File: config.mk
export PLATFORM = sky130hd
export DESIGN_NAME = riscv_mem_stage
export DESIGN_NICKNAME = d
export VERILOG_FILES = /design/src/rtl/riscv_mem_stage.sv
export SDC_FILE = /design/constraint.sdc
export NUM_CORES = 1
export LEC_CHECK = 0
export ABC_CLOCK_PERIOD_IN_PS = 4019
export CORE_MARGIN = 5
export CORE_UTILIZATION = 60
export CTS_CLUSTER_DIAMETER = 80
export DETAILED_ROUTE_END_ITERATION = 8
export DONT_BUFFER_PORTS = 1
export GPL_TIMING_DRIVEN = 0
export PLACE_DENSITY = 0.76
export SYNTH_ARGS = -nofsm -noshare
export SYNTH_HDL_FRONTEND = slang
export SYNTH_SLANG_ARGS = --single-unit
File: constraint.sdc
create_clock -name clk_i -period 4.02 [get_ports clk_i]
set_input_delay 0.804 -clock clk_i [delete_from_list [all_inputs] [get_ports clk_i]]
set_output_delay 0.804 -clock clk_i [all_outputs]
set_load 0.01 [all_outputs]
File: src/rtl/riscv_mem_stage.sv
// riscv_mem_stage: MEM stage of the 5-stage RISC-V pipeline.
// Issues data memory requests, aligns load data and registers results toward WB.
module riscv_mem_stage #(
    parameter int WORD_SIZE = 32
) (
    input  logic                 clk_i,
    input  logic                 rst_i,
    input  logic                 valid_i,
    input  logic [WORD_SIZE-1:0] alu_out_i,
    input  logic [WORD_SIZE-1:0] store_data_i,
    input  logic                 mem_read_i,
    input  logic                 mem_write_i,
    input  logic [2:0]           funct3_i,
    input  logic [4:0]           rd_i,
    input  logic                 reg_write_i,
    output logic                 stall_o,
    output logic                 data_req_o,
    output logic                 data_we_o,
    output logic [3:0]           data_be_o,
    output logic [WORD_SIZE-1:0] data_addr_o,
    output logic [WORD_SIZE-1:0] data_wdata_o,
    input  logic                 data_gnt_i,
    input  logic                 data_rvalid_i,
    input  logic [WORD_SIZE-1:0] data_rdata_i,
    output logic                 wb_valid_o,
    output logic [WORD_SIZE-1:0] wb_data_o,
    output logic [4:0]           wb_rd_o,
    output logic                 wb_reg_write_o,
    output logic                 err_o
);

    typedef enum logic [1:0] {IDLE, REQ, WAIT} state_t;

    state_t               state_q, state_d;
    logic                 req_q, req_d;
    logic                 we_q, we_d;
    logic [3:0]           be_q, be_d;
    logic [WORD_SIZE-1:0] addr_q, addr_d;
    logic [WORD_SIZE-1:0] wdata_q, wdata_d;
    logic [2:0]           funct3_q, funct3_d;
    logic [1:0]           off_q, off_d;
    logic [4:0]           rd_q, rd_d;
    logic                 rw_q, rw_d;
    logic                 wb_valid_q, wb_valid_d;
    logic [WORD_SIZE-1:0] wb_data_q, wb_data_d;
    logic [4:0]           wb_rd_q, wb_rd_d;
    logic                 wb_rw_q, wb_rw_d;
    logic                 err_q, err_d;

    logic                 is_mem;
    logic                 size_ok;
    logic                 acc_err;
    logic [1:0]           off;
    logic [3:0]           be_dec;
    logic [WORD_SIZE-1:0] wdata_dec;
    logic [WORD_SIZE-1:0] ld_shift;
    logic [WORD_SIZE-1:0] ld_data;

    // Decode size, alignment, byte enables and replicated store data
    always_comb begin
        off       = alu_out_i[1:0];
        is_mem    = mem_read_i | mem_write_i;
        size_ok   = 1'b0;
        be_dec    = 4'b0000;
        wdata_dec = store_data_i;
        case (funct3_i[1:0])
            2'b00: begin
                size_ok   = 1'b1;
                be_dec    = 4'b0001 << off;
                wdata_dec = {4{store_data_i[7:0]}};
            end
            2'b01: begin
                size_ok   = ~off[0];
                be_dec    = 4'b0011 << off;
                wdata_dec = {2{store_data_i[15:0]}};
            end
            2'b10: begin
                size_ok = (off == 2'b00);
                be_dec  = 4'b1111;
            end
            default: size_ok = 1'b0;
        endcase
        acc_err = (mem_read_i & mem_write_i)
                | ~size_ok
                | (mem_write_i & funct3_i[2])
                | (mem_read_i & funct3_i[2] & funct3_i[1]);
    end

    // Select the addressed byte/halfword and extend it
    always_comb begin
        ld_shift = data_rdata_i >> {off_q, 3'b000};
        ld_data  = data_rdata_i;
        case (funct3_q)
            3'b000:  ld_data = {{(WORD_SIZE-8){ld_shift[7]}}, ld_shift[7:0]};
            3'b001:  ld_data = {{(WORD_SIZE-16){ld_shift[15]}}, ld_shift[15:0]};
            3'b100:  ld_data = {{(WORD_SIZE-8){1'b0}}, ld_shift[7:0]};
            3'b101:  ld_data = {{(WORD_SIZE-16){1'b0}}, ld_shift[15:0]};
            default: ld_data = data_rdata_i;
        endcase
    end

    // Next-state and registered-output logic of the request FSM
    always_comb begin
        state_d    = state_q;
        req_d      = req_q;
        we_d       = we_q;
        be_d       = be_q;
        addr_d     = addr_q;
        wdata_d    = wdata_q;
        funct3_d   = funct3_q;
        off_d      = off_q;
        rd_d       = rd_q;
        rw_d       = rw_q;
        wb_valid_d = 1'b0;
        wb_data_d  = wb_data_q;
        wb_rd_d    = wb_rd_q;
        wb_rw_d    = 1'b0;
        err_d      = 1'b0;
        unique case (state_q)
            IDLE: begin
                if (valid_i) begin
                    wb_rd_d = rd_i;
                    if (!is_mem) begin
                        wb_valid_d = 1'b1;
                        wb_data_d  = alu_out_i;
                        wb_rw_d    = reg_write_i;
                    end else if (acc_err) begin
                        wb_valid_d = 1'b1;
                        err_d      = 1'b1;
                    end else begin
                        state_d  = REQ;
                        req_d    = 1'b1;
                        we_d     = mem_write_i;
                        be_d     = be_dec;
                        addr_d   = {alu_out_i[WORD_SIZE-1:2], 2'b00};
                        wdata_d  = wdata_dec;
                        funct3_d = funct3_i;
                        off_d    = off;
                        rd_d     = rd_i;
                        rw_d     = reg_write_i;
                    end
                end
            end
            REQ: begin
                if (data_gnt_i) begin
                    req_d = 1'b0;
                    if (we_q) begin
                        state_d    = IDLE;
                        wb_valid_d = 1'b1;
                        wb_rd_d    = rd_q;
                    end else begin
                        state_d = WAIT;
                    end
                end
            end
            WAIT: begin
                if (data_rvalid_i) begin
                    state_d    = IDLE;
                    wb_valid_d = 1'b1;
                    wb_data_d  = ld_data;
                    wb_rd_d    = rd_q;
                    wb_rw_d    = rw_q;
                end
            end
            default: state_d = IDLE;
        endcase
    end

    // State and output registers with synchronous reset
    always_ff @(posedge clk_i) begin
        if (rst_i) begin
            state_q    <= IDLE;
            req_q      <= 1'b0;
            we_q       <= 1'b0;
            be_q       <= 4'b0000;
            addr_q     <= '0;
            wdata_q    <= '0;
            funct3_q   <= 3'b000;
            off_q      <= 2'b00;
            rd_q       <= 5'd0;
            rw_q       <= 1'b0;
            wb_valid_q <= 1'b0;
            wb_data_q  <= '0;
            wb_rd_q    <= 5'd0;
            wb_rw_q    <= 1'b0;
            err_q      <= 1'b0;
        end else begin
            state_q    <= state_d;
            req_q      <= req_d;
            we_q       <= we_d;
            be_q       <= be_d;
            addr_q     <= addr_d;
            wdata_q    <= wdata_d;
            funct3_q   <= funct3_d;
            off_q      <= off_d;
            rd_q       <= rd_d;
            rw_q       <= rw_d;
            wb_valid_q <= wb_valid_d;
            wb_data_q  <= wb_data_d;
            wb_rd_q    <= wb_rd_d;
            wb_rw_q    <= wb_rw_d;
            err_q      <= err_d;
        end
    end

    assign stall_o        = (state_q != IDLE);
    assign data_req_o     = req_q;
    assign data_we_o      = we_q;
    assign data_be_o      = be_q;
    assign data_addr_o    = addr_q;
    assign data_wdata_o   = wdata_q;
    assign wb_valid_o     = wb_valid_q;
    assign wb_data_o      = wb_data_q;
    assign wb_rd_o        = wb_rd_q;
    assign wb_reg_write_o = wb_rw_q;
    assign err_o          = err_q;

endmodule

# == Yosys cells after proc, flatten, opt, wreduce, memory -nomap -nowiden ==
# Cells that the tools add are included.
# totals
register_bits,121
in_bits,112
out_inout_bits,111
word_cells,96
# op_classes
eq_ne,14
shifts,3
mux,36
bitwise,14
reduce_logical,14
# ops
operator,n
$pmux W32 S2,2
$pmux W32 S4,1
$mux W32,3
$shr A32 B5 Y16,1
$mux W5,4
$pmux W5 S3,1
$reduce_and A5 Y1,3
$ne A2 B2 Y1 const B,7
$mux W1,13
$mux W2,6
$pmux W4 S3,1
$reduce_and A4 Y1,2
$eq A3 B3 Y1 const B,2
$logic_not A2 Y1,3
$not A1 Y1,6
$pmux W1 S3,2
$pmux W2 S3,1
$reduce_bool A2 Y1,3
$and A1 B1 Y1,4
$eq A2 B1 Y1 const B,2
$eq A2 B2 Y1 const B,2
$or A1 B1 Y1,4
$pmux W1 S2,2
$reduce_or A4 Y1,1
5 further kinds,5

# == Logic depth before layout (Yosys ltp) ==
# depth
depth_word,10
ltp_mapped,9
ltp_nobuf,6

# == Worst setup path before layout ==
# OpenSTA, ideal clock, no wires.
# synth_timing
path_kind,in2reg
from,input port funct3_i[0]
to,register wdata_q[14] (netlist: data_wdata_o[14])
setup_time_ns,0.091
arrival_time_ns,2.224
required_time_ns,3.929
slack_ns,1.705
stages,6
n_path_buf,2
path_cell_list,clkbuf_1 > a211o_1 > a2111oi_4 > buf_2 > nor2_1 > a311oi_1
# synth_between
elab_chain_cells,8
word_cells_on_any_way,11
cone_classes,eq/ne (2); mux (2); bitwise (5); reduce/logical (2)
# synth_lines
item,line_no,source
"start, declared",13,"input logic [2:0] funct3_i,"
"$eq A2 B2 Y1, or another cell as far along",66,case (funct3_i[1:0])
$pmux W1 S3,66,
$not A1 Y1,84,| ~size_ok
$or A1 B1 Y1,84,
$or A1 B1 Y1,85,| (mem_write_i & funct3_i[2])
$or A1 B1 Y1,86,| (mem_read_i & funct3_i[2] & funct3_i[1]);
$not A1 Y1 (no line),-,
$reduce_and A4 Y1 (no line),-,
"end signal, assigned",193,wdata_q <= wdata_d;
"end, declared",39,"logic [WORD_SIZE-1:0] wdata_q, wdata_d;"
# Several ways; a longest one is shown, not always the timed one.
# A chain may end at the register's enable or synchronous reset.

# == Worst setup path in the final report ==
# layout_timing
from,register state_q[0]
to,output port stall_o
# layout_between
elab_chain_cells,1
# layout_lines
item,line_no,source
"start, declared",34,"state_t state_q, state_d;"
"start signal, assigned",188,state_q <= state_d;
$reduce_bool A2 Y1,206,assign stall_o = (state_q != IDLE);
"end, declared",16,"output logic stall_o,"
# No other way between the ends.

==> flow_summary.ini <==
[run_status]
outcome = finished, final reports clean

[synth]
yosys-top-cells-area = dfxtp_1 42%, nand2_1 9.7%, a21oi_1 6.9%
synthAdderAreaFrac_pct = 0.874
synthMuxAreaShare_pct = 6.38
ys_seq_elements = 121
synth_xor_area_share_pct = 0
synth_top_area_share_pct = 42.3
syn_inst = 708
synth_simple_gate_area_share_pct = 18.3
synth_ff_type = dfxtp_1
syn_avg_cell_area_um2 = 8.09
syn-cell-area_um2 = 5730
synth.distinct_cells = 50
seq_area_frac_synth_pct = 42.3
synth_top_family_by_area = compound AO/OA/AOI/OAI gates
synth_compound_area_share_pct = 26.1
synth_top_cell_by_area = dfxtp_1
async_flop_share_pct = 0
ys_warn_count = 0
synth-edff-count = 0

[clock_tree]
cts_buffers = 17
post-cts-setup-buffers = 0
clk_path_buf_depth = 2
cts_tree = yes
clk_latency_ns = 0.53
cts_resized = 0
cts_sinks = 121
hold_buffers = 0
cts_htree_levels = 4
clk_pin_slew_ns = 0.06
cts-root-buf = clkbuf_8

[final_layout]
layout-drive-gt1-share_pct = 6.61
final_nets = 844
area_growth_syn_to_layout_pct = 13.0
layout.cells.non_filler = 870
n_antenna_cell = 0
final_area_um2 = 6470

[critical_path]
crit_cells = 4
crit_path_frequent_cell = inv_1
worstPathRequired_ns = 3.22
start_kind = flop
cp_data_arrival_time_ns = 1.76
cp_top_family = buffers and inverters
reg2reg_depth = 8
path_cells = inv_1 > ha_1 > buf_1 > inv_1
slowest_stage = buf_1
critPathKind = reg -> out
slowest_delay_ns = 0.42
end_kind = output port
crit_buf_inv = 3
path_max_fanout = 10

[floorplan]
start_util_pct = 61.7
fp.dieH_um = 108
die_x_um = 108
core_um2 = 9280
die_area_um2 = 11600
row_count = 35
boundaryPins = 223

[drt]
drt_iter0_markers = 370
firstDrtPassIters = 5
postRouteAntennaNets = 0
dr_total_vias = 5479
drt-total-wl_um = 18900
viasPerCell = 6.30
drc = 0
wire_per_inst_um = 21.7

[power]
p_leak_nw = 2.24
peakVddDrop_uv = 291
power_density_nw_per_um2 = 506
total_power_mw = 3.28

[sta]
tns_ns = 0
slew_headroom_pct = 51.6
fin_crit_ns = 2.57
fin_skew_ns = 0.00627
finalSetupViolCount = 0
worst_pin_slew_ns = 0.706
slew_violations = 0
rsz0062_at_grt = false
worst_slack_ns = 1.45
fmax_ghz = 0.389
min_period_over_period_pct = 63.9
final_hold_viol_count = 0

[place]
place_hpwl_um = 14400
place_inst = 838
numPortBuffers = 0
preCtsSetupSlack_ns = 1.22
placed_area_um2 = 5890
gp_congestion = 0.908

[grt]
grt_max_degree = 17
grt_pass1_wl_um = 28300
track_usage_pct = 31.5
antenna_found_initial = 0
first_global_vias = 5332
grt-ovfl-total = 0

[worst_hold_path]
whs_path_depth = 2
hp-class = in -> reg

[flow_run]
drv_cap = 0
Yosys cell counts (2+ instances only):
cell type	count
nand3_1	5
a2111o_1	2
a311oi_1	20
and2_1	2
o221ai_1	7
o22ai_1	9
clkbuf_1	50
mux2i_1	32
buf_2	5
o211ai_1	11
a211oi_1	10
a31oi_1	9
buf_1	6
o21a_1	2
o21ai_0	9
nor4b_1	2
nand2_1	148
nand2b_1	13
a21oi_1	79
nor3_1	14
buf_4	7
o2bb2ai_1	7
mux2_2	2
a22o_1	16
a221o_1	2
a41oi_1	16
a2bb2oi_1	7
ha_1	4
nor2_1	57
inv_1	13
dfxtp_1	121
nor2b_1	3
cell usage in the layout (no fill, tap or decap), types with 11 or more instances in the layout:
cell,n
o211ai_1,11
nor3_1,14
nand2_1,148
clkbuf_1,52
mux2i_1,32
a311oi_1,20
a21oi_1,79
nor2_1,57
a41oi_1,16
clkbuf_16,16
inv_1,13
nand2b_1,13
a22o_1,16
dfxtp_1,121
cell type report:
| class | instances | area [um^2] |
|---|---|---|
| well taps | 129 | 161 |
| fillers | 799 | 2810 |
| flip-flops and latches | 121 | 2420 |
| multi-input cells | 506 | 2970 |
| inverters | 14 | 52.6 |
| plain buffers | 68 | 288 |
| clock inverters | 10 | 118 |
| clock buffers | 22 | 463 |
sequential cells by signal (all words and copies together) (netlist names):
name and cells:
data_addr_o 30, err_o 1, wb_rd_o 5, rd_q 5
off_q 2, rw_q 1, data_we_o 1, data_wdata_o 32
data_req_o 1, data_be_o 4, funct3_q 3, wb_valid_o 1
wb_data_o 32, wb_reg_write_o 1, state_q 2
power by group:
group	leakage [nW]	switching (mW)	internal, mW
Clock	0.285	0.555	0.933
Sequential	0.985	0.109	1.29
Combinational	0.970	0.239	0.151
Total	2.24	0.903	2.37
cell families after synthesis:
family                     count (synthesis)
AOI/OAI and AO/OA                        214
muxes                                     35
and+or+nand+nor                          251
other                                      1
buffers and inverters                     82
DFF                                      121
adders and majority gates                  4
stage by stage:
step           hold WS, ns  util (%)
6_report             0.406      69.7
3_3_place_gp         0.442      63.5
5_1_grt              0.407      69.7
4_1_cts              0.401      69.7
2_1_floorplan        0.436         -
3_5_place_dp         0.449      63.5
worst paths after layout:
path / from / endpoint / slack [ns]
min reg2reg: rd_q[0] / rd_q[0] / 0.46
max: state_q[0] / stall_o / 1.45
max reg2reg: state_q[0] / wb_data_o[24] / 1.65
min: alu_out_i[11] / data_addr_o[11] / 0.41
per-layer routing:
layer | wire length [um] | part of all wire (%) | global-route usage, %
met4 | 412 | 2.2 | 11.3
met5 | 0 | 0 | 0
met3 | 2570 | 14 | 12.9
met2 | 9190 | 49 | 53.7
met1 | 6700 | 35 | 35.2
Note: power is estimated with default switching activity, not from simulation.
==> variant 1: new RTL, same settings <==
Register the output `err_o` once more, with the module's reset; this adds one clock of latency there. The other outputs are not delayed to match.
--- a/src/rtl/riscv_mem_stage.sv
+++ b/src/rtl/riscv_mem_stage.sv
@@ -213,7 +213,13 @@
     assign wb_data_o      = wb_data_q;
     assign wb_rd_o        = wb_rd_q;
     assign wb_reg_write_o = wb_rw_q;
-    assign err_o          = err_q;
+    always_ff @(posedge clk_i) begin
+        if (rst_i) begin
+            err_o <= '0;
+        end else begin
+            err_o <= err_q;
+        end
+    end
 
 endmodule
 
Function: changed (Yosys sat finds a counterexample within 4 cycles, from zero or initial values and one cycle with rst_i high).
==> variant 1 against the unedited design <==
- count of clock-buffer cells in the layout decreased by 3
- power shrank 2.0%
- wire length fell by 0.69%
- synthesized area up 0.55%
- via count is 0.57% lower
- sequential cell count rose by 1
- final area increased by 0.56%
- clock skew increased by 0.0034 ns
- maximum frequency grew 3.2%
- cell count fell by 2.0%
- worst setup slack better by 0.080 ns
- utilization increased by 0.39 points
- combinational power fell by 11%
- critical path type unchanged
- critical endpoint unchanged
- largest cell class unchanged
- largest power group unchanged
- highest routed layer unchanged
==> variant 1: results (changes against the unedited design) <==
DR pass1 iterations - 5 (unchanged)
metal2 WL - 8944 um (-2.6%)
Synth Flop Type - dfxtp_1
initial antenna violation count - 0 (unchanged)
reg2reg start - state_q[0]
Clock Skews - 0.009630 ns (+0.003358 ns)
met3 WL - 2518 um (-1.9%)
hold path startpoint - rd_i[3]
sequential share of the synthesized area - 42.41% (+0.12 points)
met1 wire length - 6681 um (-0.21%)
Reg2Reg Depth - 7 (-1)
post_cts resized - 0 (unchanged)
Post-Syn Instances - 691 (-2.4%)
Placed Area - 5924 um2 (+0.53%)
Via-to-Cell Ratio - 6.387 (+1.4%)
Worst Hold End - rd_q[3]
routability cong. - 0.9705 (+6.8%)
Clock Latency Late Sink - 0.52 ns
number of remaining DRC errors - 0 (unchanged)
top layer in use - met4
largest net degree at the start of global routing - 17 (unchanged)
layout net count - 827 (-2.0%)
outcome - finished, final reports clean
Port Buffers - 0 (unchanged)
top post-synthesis cells by area - dfxtp_1, nand2_1, a21oi_1
Worst-Margin Slew - 0.6694 ns (-0.03625 ns)
first-pass GRT wire length - 28880 um (+2.2%)
Worst path slowest cell - clkbuf_1
root buf cell - clkbuf_8
Reg2Reg Capture Point - wb_data_o[22]
Placement Setup Slack - 1.258 ns (+0.03439 ns)
VDD IR-drop max - 0.2651 mV (-8.9%)
reg2reg setup slack - 1.63 ns (-0.02 ns)
drt wl/cell - 21.96 um (+1.3%)
DRT iter0 DRCs - 351 (-5.1%)
vias in the first global route - 5385 (+0.99%)
share of synthesized flip-flops with an asynchronous set or reset - 0% (unchanged)
Hold Path Depth - 2 (unchanged)
leak pwr - 2.244 nW (+0.12%)
# diodes - 0 (unchanged)
CTS Buf Count - 17 (unchanged)
Clock H-tree levels - 4 (unchanged)
Post-synth top cells - nand2_1, dfxtp_1, a21oi_1
Worst Hold Class - input pin to flop
clock tree buffer depth - 2 (unchanged)
Global Route Usage Sum - 31.64% (+0.14 points)
Critical Path Max Stage Delay - 0.37 ns (-0.05 ns)
yosys warns - 0 (unchanged)
Post-CTS Setup Repair Bufs - 0 (unchanged)
Detailed Place HPWL - 14270 um (-1.3%)
layout cells sized above 1 - 10.36% (+3.7 points)
Cells after DPL - 821 (-2.0%)
crit-path max FO - 10 (unchanged)
hold_ws - 0.4211 ns (+0.01501 ns)
final wirelength - 18730 um (-0.69%)
count of different cell masters after synthesis - 48 (-4.0%)
clock-pin slew on the worst setup and hold paths - 0.06 ns (about the same)
==> variant 1: final cells by class <==
cell class / instances / area, um2
fill: 766 / 2774
buffer: 65 / 294.0
sequential: 122 / 2442
clock buffer: 19 / 441.7
tap: 129 / 161.4
clock inverter: 13 / 143.9
multi-input combinational: 491 / 2974
inverter: 14 / 52.55
==> variant 1: metal layers <==
metal  GRT usage (%)  vias to the layer above
met4           13.98                        0
met5               0                        -
li1                -                     2516
met2           52.00                      334
met3           13.37                       55
met1           35.93                     2543
==> variant 1: worst max path at each step <==
| stage | cells past startpoint | from | slack [ns] | to |
|---|---|---|---|---|
| floorplan | 7 | alu_out_i[0] | 1.64 | data_be_o[2] |
| global placement | 7 | alu_out_i[1] | 1.36 | data_be_o[2] |
| detailed placement | 7 | funct3_i[1] | 1.26 | data_wdata_o[2] |
| CTS | 4 | state_q[0] | 1.55 | stall_o |
| global route | 4 | state_q[0] | 1.42 | stall_o |
| finish | 4 | state_q[0] | 1.53 | stall_o |
==> variant 1: kinds of logic (layout without fill, tap and decap cells) <==
family | count (synthesis) | in the layout | share of synthesized area, %
simple gates | 231 | 231 | 17.25
compound gates | 220 | 220 | 27.03
flops | 122 | 122 | 42.41
buf+inv | 79 | 111 | 6.018
mux | 34 | 34 | 6.365
fa+ha+maj | 4 | 4 | 0.8690
other cells | 1 | 2 | 0.06511
==> variant 1: critical path: cells and delay by family (launching register included) <==
kind | cells | cell delay, ns
fa+ha+maj | 1 | 0.21
flops | 1 | 0.34
buf+inv | 3 | 0.61
==> variant 1: where the power goes <==
part	switching [mW]	internal, mW	leakage (nW)
Combinational	0.214	0.134	0.975
Clock	0.589	0.919	0.277
Sequential	0.0777	1.28	0.992
Total	0.881	2.33	2.24
==> variant 2: new RTL, same settings <==
Without the edit above. The output `err_o` loses its register stage (`err_q` becomes a continuous assignment).
--- a/src/rtl/riscv_mem_stage.sv
+++ b/src/rtl/riscv_mem_stage.sv
@@ -183,7 +183,6 @@
             wb_data_q  <= '0;
             wb_rd_q    <= 5'd0;
             wb_rw_q    <= 1'b0;
-            err_q      <= 1'b0;
         end else begin
             state_q    <= state_d;
             req_q      <= req_d;
@@ -199,9 +198,10 @@
             wb_data_q  <= wb_data_d;
             wb_rd_q    <= wb_rd_d;
             wb_rw_q    <= wb_rw_d;
-            err_q      <= err_d;
         end
     end
+
+    assign err_q = err_d;
 
     assign stall_o        = (state_q != IDLE);
     assign data_req_o     = req_q;
Behaviour: not the same (Yosys sat finds a counterexample within 4 cycles, from zero or initial values and one cycle with rst_i high).
==> variant 2 against the unedited design <==
- non-clock buffer count down 4
- synthesized area is 2.0% higher
- final area rose by 2.4%
- wire length increased by 0.43%
- die area increased by 1.8%
- sequential share of layout area decreased by 1.2 points
- cell count grew 2.2%
- clock skew increased by 0.00098 ns
- power down 2.3%
- utilization fell by 0.97 points
- sequential cell count decreased by 1
- critical path type unchanged
- worst setup slack worse by 0.13 ns
==> variant 2: results (changes against the unedited design) <==
outcome - finished, final reports clean
fill cell count - 855 (+7.0%)
routability cong. - 0.8380 (-7.7%)
VDD IR-drop max - 0.2713 mV (-6.8%)
Clock Latency Late Sink - 0.53 ns (about the same)
Worst path slowest cell - dfxtp_1
yosys warns - 0 (unchanged)
top layer in use - met4
sequential share of the synthesized area - 41.10% (-1.2 points)
Worst-Margin Slew - 0.8075 ns (+0.1019 ns)
Post-Syn Instances - 723 (+2.1%)
met1 usage - 35.31% (+0.062 points)
multi-input logic cell count - 535 (+5.7%)
crit-path max FO - 10 (unchanged)
NonClk Buf Share - 5.022% (+0.58 points)
clock buffers - 19 (-14%)
count of different cell masters after synthesis - 50 (unchanged)
xor and xnor fraction of the mapped netlist area - 0% (unchanged)
#FFs+latches synth - 120 (-0.83%)
Post-Layout Cell Count - 889 (+2.2%)
Post-synth top cells - nand2_1, dfxtp_1, a21oi_1
CP top delay family - simple AND/OR/NAND/NOR gates
Clock Skews - 0.007249 ns (+0.0009774 ns)
CTS Hold Bufs - 0 (unchanged)
grt met2 use - 52.12% (-1.6 points)
final wirelength - 18940 um (+0.43%)
clock tree buffer depth - 2 (unchanged)
leak pwr - 2.238 nW (-0.15%)
Cells after DPL - 857 (+2.3%)
Non-clock buffers - 64 (-5.9%)
share of synthesized flip-flops with an asynchronous set or reset - 0% (unchanged)
Detailed Place HPWL - 14520 um (+0.50%)
Via-to-Cell Ratio - 6.310 (+0.20%)
Non-clk invs - 5 (-9)
met1 wire length - 6827 um (+2.0%)
Placement Setup Slack - 1.543 ns (+0.3200 ns)
first-pass GRT wire length - 29070 um (+2.8%)
# diodes - 0 (unchanged)
Final Cell Area - 6628 um2 (+2.4%)
adder-cell share of the synthesized area - 0.8563% (-0.017 points)
vias in the first global route - 5586 (+4.8%)
met3 WL - 2437 um (-5.1%)
mux cell area share after synthesis - 5.866% (-0.51 points)
Congestion Overflow GR - 0 (unchanged)
Placed Area - 6015 um2 (+2.1%)
top post-synthesis cells by area - dfxtp_1, nand2_1, a21oi_1
largest net degree at the start of global routing - 17 (unchanged)
Compound-Gate Fraction of Synth Area - 24.41% (-1.7 points)
GR Util met3 - 14.56% (+1.7 points)
layout cells sized above 1 - 10.85% (+4.2 points)
sequential share of cell area - 36.25% (-1.2 points)
metal2 WL - 8889 um (-3.2%)
Global Route Usage Sum - 32.13% (+0.63 points)
DRT iter0 DRCs - 404 (+9.2%)
Synth Flop Type - dfxtp_1
ClkCell Share - 9.251% (+0.28 points)
root buf cell - clkbuf_8
multi-input logic area - 3094 um2 (+4.2%)
Critical Path Max Stage Delay - 0.34 ns (-0.08 ns)
==> variant 2: cell count changes after synthesis, moves of 7 or more <==
cell,delta
clkbuf_1,-21
nand2_1,+21
o21ai_0,+17
a41oi_1,-16
or3_1,+16
buf_2,+15
o211ai_1,-11
nor3_1,+10
a2111oi_2,+9
inv_1,-8
a311oi_1,-7
buf_6,+7
==> variant 2: power by group <==
group	internal [mW]	switching (mW)
logic	0.125	0.197
clock network	0.983	0.581
registers	1.25	0.0674
total	2.36	0.845
==> variant 2: final timing paths <==
| path | startpoint | end | slack, ns | depth (start not counted) |
|---|---|---|---|---|
| max reg2reg | state_q[0] | wb_data_o[23] | 1.73 | 8 |
| max | state_q[0] | err_o | 1.33 | 6 |
| min | rd_i[0] | rd_q[0] | 0.40 | 2 |
| min reg2reg | rd_q[4] | rd_q[4] | 0.46 | 2 |
